--- src/rtl/writeback_regfile.sv ---
// Y86-64 SEQ write-back stage: destination decode, 15-entry register file, halt FSM and retire counter.
// Optional macro WB_BYPASS_EN forwards same-cycle commit data onto the read ports.
module writeback_regfile #(
  parameter int         DATA_W = 64,
  parameter int         NREG   = 15,
  parameter logic [3:0] RNONE  = 4'hF,
  parameter logic [3:0] RRSP   = 4'h4
) (
  input  logic              clk,
  input  logic              rst,
  input  logic              wb_valid,
  input  logic [3:0]        icode,
  input  logic [3:0]        rA,
  input  logic [3:0]        rB,
  input  logic              cnd,
  input  logic [DATA_W-1:0] valE,
  input  logic [DATA_W-1:0] valM,
  input  logic [3:0]        srcA,
  input  logic [3:0]        srcB,
  output logic [DATA_W-1:0] valA,
  output logic [DATA_W-1:0] valB,
  output logic [3:0]        dstE,
  output logic [3:0]        dstM,
  output logic              halted,
  output logic [63:0]       retired
);

  localparam logic [3:0] IC_HALT   = 4'h0;
  localparam logic [3:0] IC_CMOVXX = 4'h2;
  localparam logic [3:0] IC_IRMOVQ = 4'h3;
  localparam logic [3:0] IC_MRMOVQ = 4'h5;
  localparam logic [3:0] IC_OPQ    = 4'h6;
  localparam logic [3:0] IC_CALL   = 4'h8;
  localparam logic [3:0] IC_RET    = 4'h9;
  localparam logic [3:0] IC_PUSHQ  = 4'hA;
  localparam logic [3:0] IC_POPQ   = 4'hB;
  localparam logic [3:0] NREG_ID   = 4'(NREG);

  typedef enum logic {
    RUN  = 1'b0,
    HALT = 1'b1
  } state_t;

  state_t            state;
  logic [DATA_W-1:0] regs [NREG];
  logic              commit;
  logic              stop;

  always_comb begin
    dstE = RNONE;
    case (icode)
      IC_CMOVXX:                           dstE = cnd ? rB : RNONE;
      IC_IRMOVQ, IC_OPQ:                   dstE = rB;
      IC_CALL, IC_RET, IC_PUSHQ, IC_POPQ:  dstE = RRSP;
      default:                             dstE = RNONE;
    endcase
  end

  always_comb begin
    dstM = RNONE;
    case (icode)
      IC_MRMOVQ, IC_POPQ: dstM = rA;
      default:            dstM = RNONE;
    endcase
  end

  // Halt (icode 0) still commits and counts; icodes 12..15 only stop the machine.
  assign commit = wb_valid && (state == RUN) && (icode <= IC_POPQ);
  assign stop   = wb_valid && (state == RUN) && ((icode == IC_HALT) || (icode > IC_POPQ));

  always_ff @(posedge clk) begin
    if (rst) begin
      state   <= RUN;
      halted  <= 1'b0;
      retired <= '0;
    end else begin
      if (commit)
        retired <= retired + 64'd1;
      if (stop) begin
        state  <= HALT;
        halted <= 1'b1;
      end
    end
  end

  // M port takes priority so popq %rsp leaves the popped value in %rsp.
  always_ff @(posedge clk) begin
    for (int i = 0; i < NREG; i++) begin
      if (rst)
        regs[i] <= '0;
      else if (commit && (dstM == 4'(i)))
        regs[i] <= valM;
      else if (commit && (dstE == 4'(i)))
        regs[i] <= valE;
    end
  end

  function automatic logic [DATA_W-1:0] read_port(input logic [3:0] id);
    if (id >= NREG_ID)
      return '0;
`ifdef WB_BYPASS_EN
    if (commit && (id == dstM))
      return valM;
    if (commit && (id == dstE))
      return valE;
`endif
    return regs[id];
  endfunction

  assign valA = read_port(srcA);
  assign valB = read_port(srcB);

endmodule

--- config.mk ---
export PLATFORM = sky130hd
export DESIGN_NAME = writeback_regfile
export DESIGN_NICKNAME = d
export VERILOG_FILES = /design/src/rtl/writeback_regfile.sv
export SDC_FILE = /design/constraint.sdc
export NUM_CORES = 2
export LEC_CHECK = 0
export CAP_MARGIN = 20
export CORE_ASPECT_RATIO = 0.6
export CORE_MARGIN = 2
export CORE_UTILIZATION = 30
export CTS_BUF_LIST = sky130_fd_sc_hd__clkbuf_4
export CTS_CLUSTER_SIZE = 12
export DETAILED_ROUTE_END_ITERATION = 10
export REMOVE_ABC_BUFFERS = 1
export SKIP_CTS_REPAIR_TIMING = 1
export SLEW_MARGIN = 20
export SYNTH_ARGS = -nofsm -noshare
export SYNTH_HDL_FRONTEND = slang
export SYNTH_SLANG_ARGS = --single-unit
--- constraint.sdc ---
create_clock -name clk -period 8.1 [get_ports clk]
set_input_delay 0.81 -clock clk [delete_from_list [all_inputs] [get_ports clk]]
set_output_delay 0.81 -clock clk [all_outputs]
set_load 0.01 [all_outputs]
Word level (Yosys, flattened, before mapping)
Memories as Yosys holds them, arrays and structs flattened.
Index checks and enable logic that the tools add are counted.

storage, ports and cells
  bits of input ports = 152
  memories = 1
  logic and storage cells = 261
  bits in registers = 65
  bits in writable memories = 960
  output and inout port bits = 201

memory list
  name  words  width  read ports  clocked after Yosys merged registers in  write ports  line  source
  regs  15     64     2           0                                        15           45    logic [DATA_W-1:0] regs [NREG];

cells by class
  reduce and logical (&&, ||, !) cells = 40
  equality and inequality tests = 36
  add/subtract/negate cells = 1
  order comparisons = 4
  muxes and demuxes = 146
  bitwise logic cells = 31

operators by type and width
  cell                     count
  $mux W64                 34
  $mux W1                  109
  $eq A4 B4 Y1 const B     18
  $add A64 B1 Y64 const B  1
  $eq A4 B3 Y1 const B     10
  $logic_and A1 B1 Y1      33
  $or A1 B1 Y1             30
  $eq A4 B2 Y1 const B     6
  $logic_not A4 Y1         3
  $pmux W4 S3              1
  $eq A4 B1 Y1 const B     2
  $ge A4 B4 Y1 const B     2
  $mux W4                  2
  $gt A4 B4 Y1 const B     1
  $le A4 B4 Y1 const B     1
  $reduce_or A2 Y1         2
  $reduce_or A4 Y1         1
  $logic_or A1 B1 Y1       1
  $not A1 Y1               1

Longest topological paths before layout
  word-level depth = 10
  gate-level depth with buffers = 10
  depth with buffers taken out = 6

Least setup slack after synthesis
OpenSTA, ideal clock, no wires.

  path kind = input to register
  start = in icode[0]
  end = mem regs[4][0], enable pin
  data required time = 7526 ps
  setup time = 574 ps
  setup slack = 1252 ps
  data arrival time = 6274 ps
  cell stages on the path = 6
  buffers on the path = 2
  cells stage by stage = buf_2 o21ai_4 o211ai_2 or2_0 buf_2 o21ai_0

RTL lines
  item                line  source
  start: declaration  12    input logic [3:0] icode,
  end: declaration    45

Worst setup path after layout
  start = in srcA[0]
  end = out valA[38]

between the ends
  cells in the longest elaborated chain, start to end = 3
  elaborated cells on any way between the ends = 4
  classes of those cells = order compare: 1; mux: 2; memory: 1

RTL lines
  item                line  source
  start: declaration  18    input logic [3:0] srcA,
  $ge A4 B4 Y1        99    if (id >= NREG_ID)
  $mux W1             99
  $mux W64 *          107   return regs[id];
  end: declaration    20    output logic [DATA_W-1:0] valA,

Mark *: on every way between the ends. The rest lies on a longest branch, timed or not.

==> flow_metrics.py <==
metrics = {
    "critical_path": {
        "endpoint_kind": "output pin",
        "cp_common_cell": "mux4_2",
        "max_stage_delay_ps": 650,
        "worst-r2r-cell-count": 6,
        "cp_cell_sequence": "buf_8 > buf_12 > mux4_2 > mux4_2 > nor2b_1 > clkdlybuf4s50_1",
        "cpMaxStageDelayCell": "mux4_2",
        "r2r-start": "state",
        "required_ps": 7290,
        "ff2ff_setup_slack_ps": 4050,
        "start_kind": "primary input",
        "reg2reg_to": "regs[6][4]",
        "critPathMaxFanout": 70,
        "worstSetupPathType": "primary input to output pin",
        "crit_arrival_ps": 4110,
    },
    "clock_network": {
        "cts_sinks": 1025,
        "ctsHtreeMaxLevel": 5,
        "cts_buffers": 266,
        "clkTransAtPathRegs_ps": 70,
        "cts-root-buf": "clkbuf_4",
        "clk_latency_ps": 1070,
        "clk_path_buf_depth": 4,
        "cts_tree": "built",
    },
    "detailed_routing": {
        "final_antenna_net_count": 0,
        "vias": 44706,
        "drt-pass1-iter-count": 8,
        "dr.first_iter.drc_count": 6958,
        "drc": 0,
        "wl_per_cell_um": 34.1,
        "wl_mm": 239,
        "post_drt_via_cell_ratio": 6.38,
    },
    "global_routing": {
        "grt_pass1_vias": 43423,
        "overflow": 0,
        "antenna_found_initial": 32,
        "grtUsageTotal": 0.232,
        "grt_pass1_wl_mm": 333,
        "grt_max_degree": 113,
    },
    "layout": {
        "layout.nets": 4372,
        "drive_gt1_frac": 0.255,
        "area.growth.synth_to_final_pct": 15.2,
        "fillers": 18644,
        "design_area_um2": 67800,
    },
    "sta": {
        "rsz0062_at_grt": "no",
        "max_slew.worst_pin.slew_ps": 1230,
        "fin_crit_ps": 4920,
        "finalMaxSlewViolations": 0,
        "setup_viol": 0,
        "layout_setup_ws_ps": 3180,
        "finalSetupTns_ps": 0,
        "finalHoldViolations": 0,
        "max_freq_ghz": 0.203,
        "fin_crit_sh": 0.608,
        "whs_ps": 253,
        "finClkSkew_ps": 48.3,
        "max_slew_margin": 0.175,
    },
    "synthesis": {
        "synth_top_cell_by_area": "edfxtp_1",
        "avgSynthCellArea_um2": 14.7,
        "synthArstFlopShare": 0,
        "yosysWarnings": 0,
        "synth-edff-count": 960,
        "synth_top_flop_cell": "edfxtp_1",
        "synth_top_area_frac": 0.489,
        "syn_area_um2": 58900,
        "synth-seq-area-share": 0.512,
        "syn_inst": 4009,
        "synth_area_leaders": "edfxtp_1, mux4_2, a22o_1",
        "synth_cell_types": 68,
        "ys_ff_latch": 1025,
    },
    "floorplan": {
        "initial_core_util": 0.303,
        "io_pins": 353,
        "num_rows": 125,
        "die_height_um": 347,
        "core_area_um2": 194000,
        "die-area_um2": 200000,
        "die-width_um": 576,
    },
    "pwr": {
        "leakagePower_nw": 23.0,
        "power_density_nw_per_um2": 183,
        "peakVddDrop_v": 0.000101,
    },
    "flow_run": {
        "cap_violations": 0,
    },
    "min_path": {
        "holdPathEnd": "retired[33]",
        "min_from": "rst",
        "whs_path_depth": 2,
        "hold_class": "primary input to register",
    },
    "place": {
        "hpwl_mm": 132,
        "gp_congestion": 0.828,
        "postPlaceCellArea_um2": 64600,
        "place_ws_ps": 2570,
        "port_buffers": 352,
    },
    "run_status": {
        "status": "finished clean",
    },
}
==> worst max-delay path, delay by kind of cell <==
family	cells	cell delay, ps
buffers and inverters	3	1550
AND/OR/NAND/NOR	1	180
multiplexers	2	1230
==> power breakdown <==
| part | switching [mW] | leakage [nW] | internal (mW) | total (mW) |
|---|---|---|---|---|
| logic | 0.995 | 10.7 | 0.724 | 1.72 |
| clock network | 2.35 | 1.90 | 2.25 | 4.61 |
| registers | 0.0995 | 10.5 | 5.97 | 6.07 |
==> placed cells by master, fill, tap and decap left out, types with 9 or more instances in the layout <==
| cell | Yosys | layout |
|---|---|---|
| a21oi_1 | 39 | 38 |
| a22o_1 | 843 | 843 |
| a32o_1 | 117 | 117 |
| and3_1 | 11 | 10 |
| buf_4 | 13 | 119 |
| clkbuf_4 | 0 | 377 |
| clkdlybuf4s50_1 | 0 | 343 |
| clkinv_1 | 0 | 34 |
| dfxtp_1 | 65 | 65 |
| diode_2 | 0 | 19 |
| edfxtp_1 | 960 | 960 |
| inv_1 | 11 | 10 |
| inv_2 | 0 | 9 |
| mux2i_1 | 128 | 128 |
| mux4_2 | 512 | 512 |
| nand2_1 | 161 | 160 |
| nand3_1 | 30 | 29 |
| nand4_1 | 21 | 21 |
| nor2_1 | 43 | 36 |
| nor2_4 | 4 | 12 |
| nor2b_1 | 178 | 178 |
| nor3_4 | 5 | 12 |
| nor4_1 | 18 | 18 |
| o21ai_0 | 142 | 140 |
| o221ai_4 | 0 | 9 |
| o31ai_1 | 21 | 21 |
| or3_1 | 17 | 16 |
| or4_1 | 21 | 21 |
| xnor2_1 | 12 | 12 |
| xor2_1 | 10 | 10 |
==> worst max-delay path by stage <==
stage | from | to | slack, ps | cells after the start
finish | srcA[0] | valA[38] | 3180 | 6
global route | srcA[0] | valA[27] | 3080 | 6
CTS | srcA[0] | valA[8] | 3240 | 6
detailed placement | icode[3] | regs[0][51] | 2570 | 8
global placement | icode[3] | regs[0][54] | 2630 | 8
floorplan | icode[3] | regs[4][0] | 1330 | 4
==> layer usage <==
layer	GRT usage	vias up	part of all wire	wire length [µm]
li1	-	17423	-	-
met2	0.335	3727	0.43	103000
met4	0.0824	10	0.033	7930
met3	0.0674	508	0.14	33700
met1	0.329	23038	0.39	94200
met5	0	-	0.00020	47
==> flip-flops by register name, summed over array words and instances, names as in the netlist <==
signal and count:
state 1, regs 960, retired 64
==> cell usage after synthesis (11+ instances only) <==
| library cell | count |
|---|---|
| a21oi_1 | 39 |
| a22o_1 | 843 |
| a32o_1 | 117 |
| and3_1 | 11 |
| buf_1 | 67 |
| buf_2 | 146 |
| buf_4 | 13 |
| buf_6 | 23 |
| clkbuf_1 | 284 |
| dfxtp_1 | 65 |
| edfxtp_1 | 960 |
| inv_1 | 11 |
| mux2i_1 | 128 |
| mux4_2 | 512 |
| nand2_1 | 161 |
| nand3_1 | 30 |
| nand4_1 | 21 |
| nor2_1 | 43 |
| nor2b_1 | 178 |
| nor4_1 | 18 |
| o21ai_0 | 142 |
| o31ai_1 | 21 |
| or3_1 | 17 |
| or4_1 | 21 |
| xnor2_1 | 12 |
==> through the flow <==
stage | std cells | utilization | power, mW
floorplan | 3475 | - | 6.90
global placement | 6554 | 0.333 | 7.87
detailed placement | 6554 | 0.333 | 7.89
CTS | 6983 | 0.349 | 12.4
global route | 6997 | 0.349 | 12.8
finish | 7002 | 0.349 | 12.4
==> logic make-up (layout without fill, tap and decap cells) <==
kind of cell	after synthesis	count (layout)	share of synthesized area
buffers and inverters	545	916	0.0416
muxes	643	643	0.218
AOI/OAI and AO/OA	1199	1199	0.169
DFF	1025	1025	0.512
and+or+nand+nor	574	574	0.0564
adders and majority gates	1	1	0.000212
xor gates and xnor gates	22	22	0.00327
other	0	19	0
==> layout make-up <==
cell class	instances	area, µm²	area share
Clock inverter	52	308	0.00454
Timing Repair Buffer	476	4560	0.0672
Tap cell	2603	3260	0.0480
Multi-Input combinational cell	2439	26700	0.393
Antenna cell	19	47.5	0.000701
Inverter	11	41.3	0.000609
Clock buffer	377	2830	0.0417
Sequential cell	1025	30100	0.444
Note: power is estimated with default switching activity, not from simulation.
